## src/rtl/score_pkg.sv

```systemverilog
// Shared result codes, FSM states and match outcomes
// for the score_tracker slice.
package score_pkg;

  localparam logic [1:0] RES_NONE = 2'b00;
  localparam logic [1:0] RES_DRAW = 2'b01;
  localparam logic [1:0] RES_WIN  = 2'b10;
  localparam logic [1:0] RES_LOSE = 2'b11;

  typedef enum logic [1:0] {
    IDLE = 2'd0,
    PLAY = 2'd1,
    DONE = 2'd2
  } state_t;

  typedef enum logic [1:0] {
    OUT_NONE = 2'b00,
    OUT_TIE  = 2'b01,
    OUT_WIN  = 2'b10,
    OUT_LOSE = 2'b11
  } outcome_t;

endpackage

```

## src/rtl/sat_counter.sv

```systemverilog
// Saturating up-counter with synchronous clear
// (clear beats increment) and async active-high reset.
module sat_counter #(
  parameter int W = 4
) (
  input  logic         clk,
  input  logic         resetn,
  input  logic         clr,
  input  logic         inc,
  output logic [W-1:0] count
);

  localparam logic [W-1:0] MAX = '1;

  always_ff @(posedge clk or posedge resetn) begin
    if (resetn) begin
      count <= '0;
    end else if (clr) begin
      count <= '0;
    end else if (inc && count != MAX) begin
      count <= count + W'(1);
    end
  end

endmodule

```

## src/rtl/score_tracker.sv

```systemverilog
// Match scorer: tallies round results and runs the
// IDLE/PLAY/DONE match state machine.
module score_tracker
  import score_pkg::*;
#(
  parameter int CNT_W      = 4,
  parameter int WIN_TARGET = 3,
  parameter int MAX_ROUNDS = 5
) (
  input  logic             clk,
  input  logic             resetn,
  input  logic             start,
  input  logic             result_valid,
  input  logic [1:0]       matchresult,
  output logic [CNT_W-1:0] round,
  output logic [CNT_W-1:0] win,
  output logic [CNT_W-1:0] lose,
  output logic [CNT_W-1:0] draw,
  output logic             busy,
  output logic             match_over,
  output logic [1:0]       outcome,
  output logic             done_pulse,
  output logic             bad_code
);

  if (MAX_ROUNDS > (2**CNT_W) - 1 ||
      WIN_TARGET > (2**CNT_W) - 1) begin : g_bad_param
    $error("score_tracker: limit exceeds counter range");
  end

  localparam logic [CNT_W-1:0] CNT_MAX = '1;
  localparam logic [CNT_W-1:0] TGT = CNT_W'(WIN_TARGET);
  localparam logic [CNT_W-1:0] LIM = CNT_W'(MAX_ROUNDS);
  localparam bit TGT_EN = (WIN_TARGET != 0);
  localparam bit LIM_EN = (MAX_ROUNDS != 0);

  state_t   state_q;
  outcome_t out_q;
  outcome_t end_out;
  logic     dp_q;
  logic     bad_q;

  logic scoring;
  logic inc_r;
  logic inc_w;
  logic inc_l;
  logic inc_d;
  logic end_w;
  logic end_l;
  logic end_r;
  logic match_end;

  logic [CNT_W-1:0] round_nx;
  logic [CNT_W-1:0] win_nx;
  logic [CNT_W-1:0] lose_nx;

  function automatic logic [CNT_W-1:0] bump(
    input logic [CNT_W-1:0] v,
    input logic             en
  );
    return (en && v != CNT_MAX) ? v + CNT_W'(1) : v;
  endfunction

  // start wins over a same-cycle result
  assign scoring = (state_q == PLAY) && result_valid && !start;
  assign inc_r = scoring && (matchresult != RES_NONE);
  assign inc_w = scoring && (matchresult == RES_WIN);
  assign inc_l = scoring && (matchresult == RES_LOSE);
  assign inc_d = scoring && (matchresult == RES_DRAW);

  assign round_nx = bump(round, inc_r);
  assign win_nx   = bump(win, inc_w);
  assign lose_nx  = bump(lose, inc_l);

  assign end_w = TGT_EN && (win_nx == TGT);
  assign end_l = TGT_EN && (lose_nx == TGT);
  assign end_r = LIM_EN && (round_nx == LIM);
  assign match_end = inc_r && (end_w || end_l || end_r);

  always_comb begin
    end_out = OUT_NONE;
    if (end_w) begin
      end_out = OUT_WIN;
    end else if (end_l) begin
      end_out = OUT_LOSE;
    end else if (end_r) begin
      if (win_nx > lose_nx) begin
        end_out = OUT_WIN;
      end else if (win_nx < lose_nx) begin
        end_out = OUT_LOSE;
      end else begin
        end_out = OUT_TIE;
      end
    end
  end

  always_ff @(posedge clk or posedge resetn) begin
    if (resetn) begin
      state_q <= IDLE;
      out_q   <= OUT_NONE;
      dp_q    <= 1'b0;
      bad_q   <= 1'b0;
    end else begin
      dp_q  <= 1'b0;
      bad_q <= scoring && (matchresult == RES_NONE);
      if (start) begin
        state_q <= PLAY;
        out_q   <= OUT_NONE;
      end else if (match_end) begin
        state_q <= DONE;
        out_q   <= end_out;
        dp_q    <= 1'b1;
      end
    end
  end

  sat_counter #(.W(CNT_W)) u_round (
    .clk    (clk),
    .resetn (resetn),
    .clr    (start),
    .inc    (inc_r),
    .count  (round)
  );

  sat_counter #(.W(CNT_W)) u_win (
    .clk    (clk),
    .resetn (resetn),
    .clr    (start),
    .inc    (inc_w),
    .count  (win)
  );

  sat_counter #(.W(CNT_W)) u_lose (
    .clk    (clk),
    .resetn (resetn),
    .clr    (start),
    .inc    (inc_l),
    .count  (lose)
  );

  sat_counter #(.W(CNT_W)) u_draw (
    .clk    (clk),
    .resetn (resetn),
    .clr    (start),
    .inc    (inc_d),
    .count  (draw)
  );

  assign busy       = (state_q == PLAY);
  assign match_over = (state_q == DONE);
  assign outcome    = out_q;
  assign done_pulse = dp_q;
  assign bad_code   = bad_q;

endmodule

```

## config.mk

```make
export PLATFORM = sky130hd
export DESIGN_NAME = score_tracker
export DESIGN_NICKNAME = d
export VERILOG_FILES = /design/src/rtl/score_pkg.sv /design/src/rtl/sat_counter.sv /design/src/rtl/score_tracker.sv
export SDC_FILE = /design/constraint.sdc
export NUM_CORES = 1
export LEC_CHECK = 0
export ABC_AREA = 1
export CORE_UTILIZATION = 58
export CTS_BUF_LIST = sky130_fd_sc_hd__clkbuf_16
export CTS_CLUSTER_SIZE = 16
export DETAILED_ROUTE_END_ITERATION = 12
export PLACE_DENSITY = 0.85
export SETUP_SLACK_MARGIN = 0.3
export SLEW_MARGIN = 20
export SYNTH_ARGS = -nofsm -noshare
export SYNTH_HDL_FRONTEND = slang
export SYNTH_HIERARCHICAL = 1
export SYNTH_SLANG_ARGS = --single-unit
```

## constraint.sdc

```tcl
create_clock -name clk -period 4 [get_ports clk]
set_input_delay 0.6 -clock clk [delete_from_list [all_inputs] [get_ports clk]]
set_output_delay 0.6 -clock clk [all_outputs]
set_load 0.03 [all_outputs]
```

# Word-level counts from Yosys, hierarchy flattened
# Cells that the tools add are included.
[totals]
regBits = 22
input_bits = 6
out_inout_bits = 22
[op_classes]
n_addsub = 4
magnitude_cmp = 2
n_eq_ne = 12
muxes = 19
n_reduce_logical = 19
[ops]
columns = ["operator", "n"]
rows = [
  ["4-bit two-way mux", 8],
  ["2-bit two-way mux", 9],
  ["4-bit by 1-bit adder with 4-bit output (second input constant)", 4],
  ["4-bit inequality test (second input constant)", 4],
  ["1-bit logical AND", 12],
  ["4-bit by 2-bit equality test with 1-bit output (second input constant)", 2],
  ["2-bit equality test (second input constant)", 3],
  ["2-bit nonzero test", 3],
  ["2-bit by 1-bit equality test with 1-bit output (second input constant)", 2],
  ["4-bit by 3-bit equality test with 1-bit output (second input constant)", 1],
  ["4-bit greater-than comparator", 1],
  ["4-bit less-than comparator", 1],
  ["2-bit zero test", 1],
  ["1-bit logical OR", 2],
  ["1-bit two-way mux", 2],
  ["1-bit zero test", 1],
]

# Depth between registers and ports, before layout
# Gate-level depths: netlist (run 1).
[depth]
depth_word = 14
mapped_depth = 17
ltp_nobuf = 17

# Hierarchy
# The synthesis (run 1) kept the hierarchy.
[modules_own_cells]
columns = ["mod", "n_inst", "cells_each", "area_per_inst_um2", "seq_area_each_um2"]
rows = [
  ["score_tracker", 1, 152, 963.4, 150.1],
  ["sat_counter", 4, 30, 224.0, 100.1],
]

# Worst setup path before layout (run 1)
# No wires, ideal clock.
[synth_timing]
kind = "flip-flop to flip-flop"
start = "register u_lose.count[0]"
end = "register out_q[0], in the netlist outcome[0]"
arrival_ns = 2.278
setup_slack_ns = 1.603
path_stages_with_launch = 15
n_path_buf = 0
period_less_slack_ns = 2.397
path_cell_list = "dfrtp_1 ha_1 nand3_2 nand4_1 nand2_2 ha_1 inv_1 o21bai_1 nand3_1 a21oi_1 nor2_1 nor2_1 nor2_1 nand3_1 nand2_1"
[synth_between]
elab_chain_cells = 10
elab_cells_between_ends = 16
cone_classes = "add/sub (1); order compare (1); eq/ne (2); mux (7); reduce/logical (5)"
[synth_rtl]
columns = ["element", "line_no", "text"]
rows = [
  ["from (decl)", "sat_counter.sv:10", "output logic [W-1:0] count"],
  ["from (signal assigned)", "sat_counter.sv:21", "count <= count + W'(1);"],
  ["branches (longest 2 deep; another with 4-bit by 1-bit adder with 4-bit output)", "-", ""],
  ["4-bit two-way mux *", "score_tracker.sv:61", "return (en && v != CNT_MAX) ? v + CNT_W'(1) : v;"],
  ["4-bit greater-than comparator", "score_tracker.sv:87", "if (win_nx > lose_nx) begin"],
  ["2-bit two-way mux", "score_tracker.sv:87", ""],
  ["2-bit two-way mux", "score_tracker.sv:86", "end else if (end_r) begin"],
  ["2-bit two-way mux", "score_tracker.sv:84", "end else if (end_l) begin"],
  ["2-bit two-way mux", "score_tracker.sv:82", "if (end_w) begin"],
  ["2-bit two-way mux", "score_tracker.sv:109", "end else if (match_end) begin"],
  ["2-bit two-way mux", "score_tracker.sv:106", "if (start) begin"],
  ["to (signal assigned)", "score_tracker.sv:111", "out_q <= end_out;"],
  ["to (decl)", "score_tracker.sv:38", "outcome_t out_q;"],
]
# Mark *: on every way between the ends. The select of a mux whose other input is x is not followed.
# A chain may end at the register's enable or synchronous reset.

# Worst setup path in the final report (run 1)
[layout_timing]
start = "input port start"
end = "register out_q[0], in the netlist outcome[0]"
[layout_between]
elab_chain_cells = 12
elab_cells_between_ends = 25
cone_classes = "order compare (1); eq/ne (3); mux (9); reduce/logical (12)"
[layout_rtl]
columns = ["element", "line_no", "text"]
rows = [
  ["from (decl)", "score_tracker.sv:12", "input logic start,"],
  ["1-bit zero test", "score_tracker.sv:65", "assign scoring = (state_q == PLAY) && result_valid && !start;"],
  ["1-bit logical AND", "score_tracker.sv:65", ""],
  ["1-bit logical AND (on tied branches)", "score_tracker.sv:67, score_tracker.sv:68", ""],
  ["1-bit logical AND", "score_tracker.sv:61", ""],
  ["4-bit two-way mux (on tied branches)", "-", ""],
  ["4-bit greater-than comparator", "score_tracker.sv:87", ""],
  ["2-bit two-way mux", "score_tracker.sv:87", ""],
  ["2-bit two-way mux", "score_tracker.sv:86", ""],
  ["2-bit two-way mux", "score_tracker.sv:84", ""],
  ["2-bit two-way mux", "score_tracker.sv:82", ""],
  ["2-bit two-way mux", "score_tracker.sv:109", ""],
  ["2-bit two-way mux", "score_tracker.sv:106", ""],
]
# Parallel ways exist; a longest one is shown, timed or not. The select of a mux whose other input is x is not followed.

==> impl_metrics.env, run 1 <==
export IMPL_status="finished, final reports clean"
export IMPL_rows=20
export IMPL_insertion_delay_ns=0.25
export IMPL_grt_max_degree=14
export IMPL_area_growth_syn_to_layout_pct=21.1
export IMPL_vias_per_cell=5.14
export IMPL_switching_power_uw=177
export IMPL_pwr_share_comb_pct=22.5
export IMPL_drive_gt1_share_pct=12.6
export IMPL_antenna_cells=0
export IMPL_drc=0
export IMPL_crit_path_frequent_cell="nand2_1"
export IMPL_grt_ovfl_total=0
export IMPL_final_common_cell="nand2_1"
export IMPL_ctsHoldBuffers=0
export IMPL_critPathArrivalTime_ns=3.10
export IMPL_critPathLaunchType="input pin"
export IMPL_reg2reg_slack_ns=1.48
export IMPL_cts_sink_count=22
export IMPL_numCtsBuffers=3
export IMPL_critical_path_class="in -> reg"
export IMPL_clockBufferDepth=2
export IMPL_nFillCells=280
export IMPL_gp_congestion=0.918
export IMPL_synth_area_um2=1860
export IMPL_reg2reg_from="u_lose/count[0]"
export IMPL_dpl_hpwl_um=3020
export IMPL_h_tree_depth=1
export IMPL_die_h_um=58.6
export IMPL_clockPowerShare_pct=35.4
export IMPL_worst_ep_required_time_ns=4.14
export IMPL_finalHoldViolCount=0
export IMPL_ff2ff_path_depth=14
export IMPL_fin_crit_sh_pct=74.0
export IMPL_layout_common_cells="nand2_1, inv_1, nand3_1, clkdlybuf4s50_1, dfrtp_1"
export IMPL_path_max_fanout=13
export IMPL_p_leak_uw=0.00128
export IMPL_min_from="outcome[0]"
export IMPL_wl_um=3970
export IMPL_synthDistinctLibCells=25
export IMPL_syn_mean_instance_area_um2=6.84
export IMPL_internal_power_uw=412
export IMPL_cp_slowest_cell="clkdlybuf4s50_1"
export IMPL_ys_seq_area_share_pct=29.6
export IMPL_cts_clk_slew_worst_paths_ns=0.06
export IMPL_max_freq_mhz=338
export IMPL_timing_rr_end="outcome[0]"
export IMPL_tightest_slew_ns=0.435
export IMPL_firstDrtPassIters=5
export IMPL_postRouteAntennaNets=0
export IMPL_core_area_um2=3050
export IMPL_synth_top_cell_area_share_pct=29.6
export IMPL_finalNonFillerCells=346
export IMPL_worstHoldEndpoint="outcome[0]"
export IMPL_fin_tns_setup_ns=0
export IMPL_die_width_um=58.6
export IMPL_setup_viol_count_final=0
export IMPL_placedInstanceArea_um2=2170
export IMPL_place_inst=342
export IMPL_finalClockSkew_ns=0.00103
export IMPL_grtUsageTotal_pct=26.0
export IMPL_initial_utilization_pct=60.9
export IMPL_num_nets_final=320
export IMPL_cts_resized=0
export IMPL_root_buffer="clkbuf_16"
export IMPL_seqPwrFrac_pct=42.1
export IMPL_path_cells="clkdlybuf4s50_1 > inv_2 > nand2_1 > nor2_4 > nand3_2 > nand2_1 > nand2_1 > ha_1 > inv_1 > o21bai_1 > nand3_1 > a21oi_1 > nor2_1 > nor2_1 > nor2_1 > nand3_1 > nand2_1"
export IMPL_ioPinCount=28
export IMPL_dieArea_um2=3440
export IMPL_maxSlewViolCount=0
export IMPL_ir_drop_v=0.000246
export IMPL_drt_iter0_drc=135
export IMPL_wl_per_cell_um=11.5
export IMPL_syn_inst=272
export IMPL_cts_tree="built"
export IMPL_min_period_ns=2.96
export IMPL_yosysWarnings=6
export IMPL_synth_area_leaders="dfrtp_1, nand2_1, nand3_1"
export IMPL_timing_critical_path_to_type="flip-flop"
export IMPL_rsz0062_at_grt="no"
export IMPL_cap_violations=0
export IMPL_postCtsSetupBuffers=0
export IMPL_grt_pass1_wl_um=6890
export IMPL_p_sw_share_pct=30.0
export IMPL_crit_buf_inv=3
export IMPL_grt_pass1_vias=1622
export IMPL_max_slew_margin_rel_pct=70.9
export IMPL_grt_antenna_before_repair=0
export IMPL_ys_seq_elements=22
export IMPL_stdcell_area_um2=2250
export IMPL_synth_nets=289
export IMPL_vias=1780
export IMPL_cp_top_family="simple AND/OR/NAND/NOR gates"
export IMPL_synth_largest_area_cell="dfrtp_1"
export IMPL_io_buffers=27
export IMPL_power_density_nw_per_um2=261
export IMPL_min_path_cells=2
export IMPL_hp_class="reg -> reg"
export IMPL_max_stage_delay_ns=0.63
## final cells by class
cell class	instances	area, µm²	area share (%)
clock inverters	1	3.75	0.167
flip-flops and latches	22	551	24.4
inverters	44	166	7.39
clock buffers	3	75.1	3.33
repair buffers	27	270	12.0
well taps	44	55.1	2.44
multi-input cells	205	1130	50.2
## per-layer routing
metal | up-vias | global-route usage [%] | wire length (µm)
met5 | - | 0 | 0
met4 | 0 | 7.82 | 44
met3 | 5 | 4.18 | 127
met2 | 33 | 45.8 | 1920
met1 | 803 | 33.0 | 1880
li1 | 939 | - | -
## through the flow
| stage | worst slack [ns] | utilization, % | power (µW) | hold slack, ns |
|---|---|---|---|---|
| 2_1_floorplan | 1.60 | - | 342 | 0.366 |
| 3_3_place_gp | 0.926 | 71.2 | 381 | 0.521 |
| 3_5_place_dp | 0.812 | 71.2 | 384 | 0.521 |
| 4_1_cts | 1.07 | 73.8 | 594 | 0.534 |
| 5_1_grt | 0.818 | 73.8 | 618 | 0.553 |
| 6_report | 1.04 | 73.8 | 589 | 0.536 |
## cells in the mapped netlist, drive strengths merged
cell type	n
nor3	3
nand3b	2
nand3	36
nor2	21
nand2	103
o21ai	2
inv	42
o21bai	1
dfrtp	22
buf	1
xor2	5
a21oi	5
nand4	16
ha	11
clkinv	2
## cell families (layout without fill, tap and decap cells)
group | Yosys count | count (layout) | synth area share [%]
DFF | 22 | 22 | 29.6
xor gates and xnor gates | 5 | 5 | 2.36
buffers and inverters | 45 | 75 | 9.56
and+or+nand+nor | 181 | 181 | 48.2
AOI/OAI and AO/OA | 8 | 8 | 2.89
adders and majority gates | 11 | 11 | 7.40
## registers in the layout, summed over array words and instances, names as in the netlist
name / count
bad_code: 1
done_pulse: 1
outcome: 2
state_q: 2
u_draw/count: 4
u_lose/count: 4
u_round/count: 4
u_win/count: 4
## worst min-delay path, cell delays in order (launching register included)
cell	delay (ns)
dfrtp_1	0.35
nand3_1	0.08
nand2_1	0.07
## how the worst max path moves through the flow
stage	start	end	slack, ns	cells past startpoint
2_1_floorplan	u_lose/count[0]	outcome[0]	1.60	14
3_5_place_dp	start	outcome[0]	0.81	17
5_1_grt	start	outcome[0]	0.82	17
3_3_place_gp	start	outcome[1]	0.93	17
4_1_cts	start	outcome[0]	1.07	17
6_report	start	outcome[0]	1.04	17
## power groups by stage
| stage | Combinational [µW] | Clock [µW] | Sequential [µW] |
|---|---|---|---|
| 6_report | 132 | 208 | 248 |
| 5_1_grt | 149 | 220 | 250 |
| 4_1_cts | 133 | 213 | 248 |
| 3_5_place_dp | 132 | 0 | 252 |
| 3_3_place_gp | 129 | 0 | 251 |
| 2_1_floorplan | 80.3 | 0 | 262 |
No activity file was read; power rests on OpenSTA's default activity.
==> inputs of run 2 (changes only) <==
--- a/config.mk
+++ b/config.mk
@@ -6,11 +6,11 @@
 export NUM_CORES = 1
 export LEC_CHECK = 0
 export ABC_AREA = 1
-export CORE_UTILIZATION = 58
+export CORE_UTILIZATION = 54
 export CTS_BUF_LIST = sky130_fd_sc_hd__clkbuf_16
 export CTS_CLUSTER_SIZE = 16
 export DETAILED_ROUTE_END_ITERATION = 12
-export PLACE_DENSITY = 0.85
+export PLACE_DENSITY = 0.8
 export SETUP_SLACK_MARGIN = 0.3
 export SLEW_MARGIN = 20
 export SYNTH_ARGS = -nofsm -noshare
==> constraint.sdc (replaced) <==
create_clock -name clk -period 2.95 [get_ports clk]
set_input_delay 0.4425 -clock clk [delete_from_list [all_inputs] [get_ports clk]]
set_output_delay 0.4425 -clock clk [all_outputs]
set_load 0.03 [all_outputs]
==> run 2 against run 1 <==
  * Non-clock buffer count up 11
  * Hold slack worse by 0.0030 ns
  * Sequential share of layout area decreased by 1.4 points
  * Die area grew 7.2%
==> impl_metrics.env, run 2 (synthesized netlist as in run 1, its figures left out) <==
export IMPL_gp_congestion=0.848
export IMPL_cts_sink_count=22
export IMPL_ctsHoldBuffers=0
export IMPL_setup_viol_count_final=0
export IMPL_num_nets_final=331
export IMPL_ir_drop_v=0.000332
export IMPL_die_width_um=60.7
export IMPL_h_tree_depth=1
export IMPL_initial_utilization_pct=59.0
export IMPL_power_density_nw_per_um2=348
export IMPL_io_buffers=27
export IMPL_reg2reg_from="u_win/count[1]"
export IMPL_fin_tns_setup_ns=0
export IMPL_root_buffer="clkbuf_16"
export IMPL_grt_pass1_wl_um=7220
export IMPL_startpoint="result_valid"
export IMPL_final_common_cell="nand2_1"
export IMPL_grtUsageTotal_pct=26.3
export IMPL_p_leak_uw=0.00137
export IMPL_critPathLaunchType="input pin"
export IMPL_layout_common_cells="nand2_1, inv_1, nand3_1, clkdlybuf4s50_1, dfrtp_1"
export IMPL_firstDrtPassIters=4
export IMPL_wl_um=4370
export IMPL_finalHoldViolCount=0
export IMPL_hp_class="in -> async"
export IMPL_maxSlewViolCount=0
export IMPL_drc=0
export IMPL_max_slew_margin_rel_pct=70.9
export IMPL_drive_gt1_share_pct=17.3
export IMPL_cap_violations=0
export IMPL_worst_ep_required_time_ns=3.09
export IMPL_postRouteAntennaNets=0
export IMPL_numCtsBuffers=3
export IMPL_insertion_delay_ns=0.26
export IMPL_vias=1866
export IMPL_drt_iter0_drc=131
export IMPL_reg2reg_slack_ns=0.54
export IMPL_cts_clk_slew_worst_paths_ns=0.06
export IMPL_critPathArrivalTime_ns=2.59
export IMPL_tightest_slew_ns=0.437
export IMPL_min_period_ns=2.44
export IMPL_core_area_um2=3150
export IMPL_grt_antenna_before_repair=0
export IMPL_grt_max_degree=14
export IMPL_area_growth_syn_to_layout_pct=28.3
export IMPL_finalClockSkew_ns=0.00297
export IMPL_die_h_um=60.7
export IMPL_antenna_cells=0
export IMPL_critical_path_class="in -> reg"
export IMPL_grt_ovfl_total=0
export IMPL_dpl_hpwl_um=3220
export IMPL_path_max_fanout=6
export IMPL_utilization_pct=75.6
export IMPL_timing_critical_path_to_type="flip-flop"
export IMPL_cts_tree="built"
export IMPL_rows=20
export IMPL_finalNonFillerCells=357
export IMPL_max_freq_mhz=409
export IMPL_ioPinCount=28
export IMPL_clockBufferDepth=2
export IMPL_fin_crit_sh_pct=82.8
export IMPL_wl_per_cell_um=12.2
export IMPL_status="finished, final reports clean"
export IMPL_grt_pass1_vias=1659
export IMPL_holdWs_ns=0.533
export IMPL_rsz0062_at_grt="no"
export IMPL_dieArea_um2=3680
export IMPL_p_total_uw=829
export IMPL_vias_per_cell=5.23
export IMPL_place_inst=346
run 2: cell type report:
type | instances | area [µm²]
fillers | 278 | 768
multi-input cells | 205 | 1170
inverters | 44 | 166
clock buffers | 3 | 75.1
flip-flops and latches | 22 | 551
repair buffers | 38 | 368
well taps | 44 | 55.1
clock inverters | 1 | 3.75
run 2: what timing repair did:
item,CTS,global route
buffers inserted,0,7
resized for setup,0,12
endpoints found under the setup margin,0,2
run 2: path summary, 6_finish.rpt:
check,endpoint,depth (start not counted)
worst min-delay path,u_lose/count[2],2
min in group clk,outcome[1],2
worst min register to register,outcome[1],2
worst max-delay path,outcome[0],16
worst max register to register,outcome[0],17
max in group asynchronous,bad_code,2
run 2: worst max-delay path: stages:
cell             delay [ns]
clkdlybuf4s50_1        0.49
nand2_1                0.09
nor2_4                 0.21
nand3_4                0.14
nand2_2                0.09
nand2_2                0.05
ha_1                   0.27
inv_1                  0.05
o21bai_1               0.13
nand3_1                0.15
a21oi_2                0.15
nor2_1                 0.06
nor2_1                 0.10
nor2_1                 0.05
nand3_1                0.06
nand2_1                0.06
run 2: layer usage:
layer  wire [µm]  global-route usage, %  vias up
met5           0                      0        -
met4          44                   6.82        0
met3         240                   4.69        5
met2        2130                   45.7       61
met1        1950                   33.6      847
li1            -                      -      953
run 2: where the power goes:
part	total (µW)	internal [µW]	switching, µW
clock network	288	181	107
logic	214	81.1	133
registers	327	313	14.7
total	829	575	255
run 2: per-stage QoR:
step | area, µm² | setup WS [ns]
4_1_cts | 2280 | 0.336
3_3_place_gp | 2200 | 0.254
6_report | 2380 | 0.507
3_5_place_dp | 2200 | 0.168
2_1_floorplan | 1860 | 0.553
5_1_grt | 2380 | 0.278
==> inputs of run 3 (changes only) <==
==> constraint.sdc (replaced) <==
create_clock -name clk -period 2.3 [get_ports clk]
set_input_delay 0.345 -clock clk [delete_from_list [all_inputs] [get_ports clk]]
set_output_delay 0.345 -clock clk [all_outputs]
set_load 0.03 [all_outputs]
==> run 3 against run 2 <==
  * The run now ends with setup timing left
  * Critical path depth unchanged
  * Flip-flop and latch count did not move
  * Clock power rose by 71%
  * Core utilization is 9.7 points higher
  * Combinational power is 50% higher
  * Clock skew shrank 0.0010 ns
  * Setup slack got worse by 0.51 ns
  * Power rose by 49%
  * Non-clock buffer count up 24
==> impl_metrics.env, run 3 (synthesized netlist as in run 1, its figures left out) <==
export IMPL_ioPinCount=28
export IMPL_violations="setup timing"
export IMPL_cts_clk_slew_worst_paths_ns=0.06
export IMPL_timing_critical_path_to_type="flip-flop"
export IMPL_firstDrtPassIters=5
export IMPL_antenna_cells=0
export IMPL_dpl_hpwl_um=3590
export IMPL_p_leak_uw=0.00149
export IMPL_postRouteAntennaNets=0
export IMPL_critPathArrivalTime_ns=2.45
export IMPL_startpoint="state_q[1]"
export IMPL_layout_common_cells="nand2_1, nand3_1, buf_4, inv_1, clkdlybuf4s50_1"
export IMPL_dp_slack_ns=-0.352
export IMPL_tightest_slew_ns=0.333
export IMPL_grt_pass1_wl_um=8770
export IMPL_max_freq_mhz=434
export IMPL_ff2ff_path_depth=16
export IMPL_max_stage_delay_ns=0.40
export IMPL_initial_utilization_pct=59.0
export IMPL_grtUsageTotal_pct=32.4
export IMPL_grt_max_degree=14
export IMPL_cp_top_family="simple AND/OR/NAND/NOR gates"
export IMPL_cap_violations=0
export IMPL_path_cells="inv_2 > nand2_2 > nor2_4 > nand3_4 > nand2_2 > nand2_2 > ha_4 > inv_2 > o21bai_1 > nand3_1 > a21oi_2 > nor2_1 > nor2_1 > nor2_1 > nand3_1 > nand2_1"
export IMPL_hp_class="in -> async"
export IMPL_rows=20
export IMPL_drc=0
export IMPL_fin_crit_sh_pct=100
export IMPL_critical_path_class="reg -> reg"
export IMPL_nFillCells=181
export IMPL_h_tree_depth=1
export IMPL_cts_sink_count=22
export IMPL_cp_slowest_cell="dfrtp_1"
export IMPL_grt_antenna_before_repair=0
export IMPL_vias_per_cell=5.60
export IMPL_area_growth_syn_to_layout_pct=44.7
export IMPL_num_nets_final=355
export IMPL_die_h_um=60.7
export IMPL_vias=2135
export IMPL_grt_pass1_vias=1979
export IMPL_finalClockSkew_ns=0.00195
export IMPL_final_common_cell="nand2_1"
export IMPL_gp_congestion=0.865
export IMPL_holdWs_ns=0.458
export IMPL_clockBufferDepth=2
export IMPL_cts_tree="built"
export IMPL_critPathLaunchType="flip-flop"
export IMPL_core_area_um2=3150
export IMPL_power_density_nw_per_um2=460
export IMPL_dieArea_um2=3680
export IMPL_insertion_delay_ns=0.26
export IMPL_drt_iter0_drc=286
export IMPL_timing_rr_end="outcome[0]"
export IMPL_wl_um=5930
export IMPL_status="complete, but fails checks"
export IMPL_die_width_um=60.7
export IMPL_min_period_ns=2.30
export IMPL_grt_ovfl_total=0
export IMPL_path_max_fanout=7
export IMPL_reg2reg_from="state_q[1]"
export IMPL_drive_gt1_share_pct=30.0
export IMPL_crit_buf_inv=2
export IMPL_rsz0062_at_grt="yes"
export IMPL_fin_ws_ns=-0.00425
export IMPL_io_buffers=27
export IMPL_worst_ep_required_time_ns=2.45
export IMPL_wl_per_cell_um=15.6
export IMPL_finalHoldViolCount=0
export IMPL_maxSlewViolCount=0
export IMPL_setup_viol_count_final=1
export IMPL_root_buffer="clkbuf_16"
export IMPL_numCtsBuffers=3
export IMPL_reg2reg_slack_ns=-0.004
export IMPL_ir_drop_v=0.000293
export IMPL_max_slew_margin_rel_pct=77.8
==> run 3: changes by cell type in the layout (fill, tap and decap cells not counted), moves of 4 or more <==
| cell | delta |
|---|---|
| ha_4 | +4 |
| nand2_2 | +6 |
| dfrtp_1 | -6 |
| nand2_1 | -8 |
| ha_1 | -4 |
| buf_4 | +23 |
| dfrtp_2 | +6 |
==> run 3: worst max path at each step <==
stage	endpoint	slack, ns	depth (start not counted)
2_1_floorplan	outcome[0]	0.16	17
3_3_place_gp	outcome[0]	-0.21	17
3_5_place_dp	outcome[0]	-0.35	17
4_1_cts	outcome[0]	0.18	17
5_1_grt	outcome[0]	-0.31	17
6_report	outcome[0]	-0.004	16
==> run 3: area by class of cell <==
class	instances	area, µm²	area share (%)
Inverter	44	166	6.19
Clock inverter	1	30.0	1.12
Clock buffer	3	75.1	2.79
Multi-Input combinational cell	205	1260	47.0
Tap cell	44	55.1	2.05
Timing Repair Buffer	62	542	20.1
Sequential cell	22	558	20.7
==> run 3: layer usage <==
metal  global-route usage, %  part of all wire (%)  up-vias
li1                        -                     -     1002
met1                    38.5                    38      980
met2                    58.1                    50      123
met3                    4.69                   7.1       30
met4                    14.3                   4.6        0
met5                       0                     0        -
==> run 3: repair_timing <==
item / 4_1_cts / 5_1_grt
pin swaps: 16 / 6
hold buffers: 0 / 0
setup endpoints to repair: 3 / 3
setup buffers: 8 / 2
resized for setup: 18 / 12
==> run 3: metrics by stage <==
stage / TNS [ns] / cells / instance area (µm²) / total power [µW] / utilization (%)
final: -0.00425 / 381 / 2690 / 1240 / 85.3
after global routing: -0.422 / 381 / 2690 / 1290 / 85.3
after CTS: 0 / 379 / 2630 / 1220 / 83.4
after detailed placement: -0.642 / 367 / 2400 / 709 / 76.2
after global placement: -0.406 / 367 / 2400 / 700 / 76.2
after floorplan: 0 / 272 / 1900 / 602 / -
==> run 3: worst register-to-register path, delay by kind of cell (launching register included) <==
kind	cells	cell delay (ns)
adder cells (fa/ha/maj)	1	0.28
AO/OA/AOI/OAI	2	0.27
AND/OR/NAND/NOR	11	1.12
flip-flops	1	0.40
buffers and inverters	2	0.12
==> run 3: where the power goes <==
part           total [µW]  switching, µW  internal [µW]  leakage [µW]
registers             423           21.1            402      0.000288
clock network         493            147            346     0.0000511
logic                 322            195            127       0.00115
total                1240            363            875       0.00149
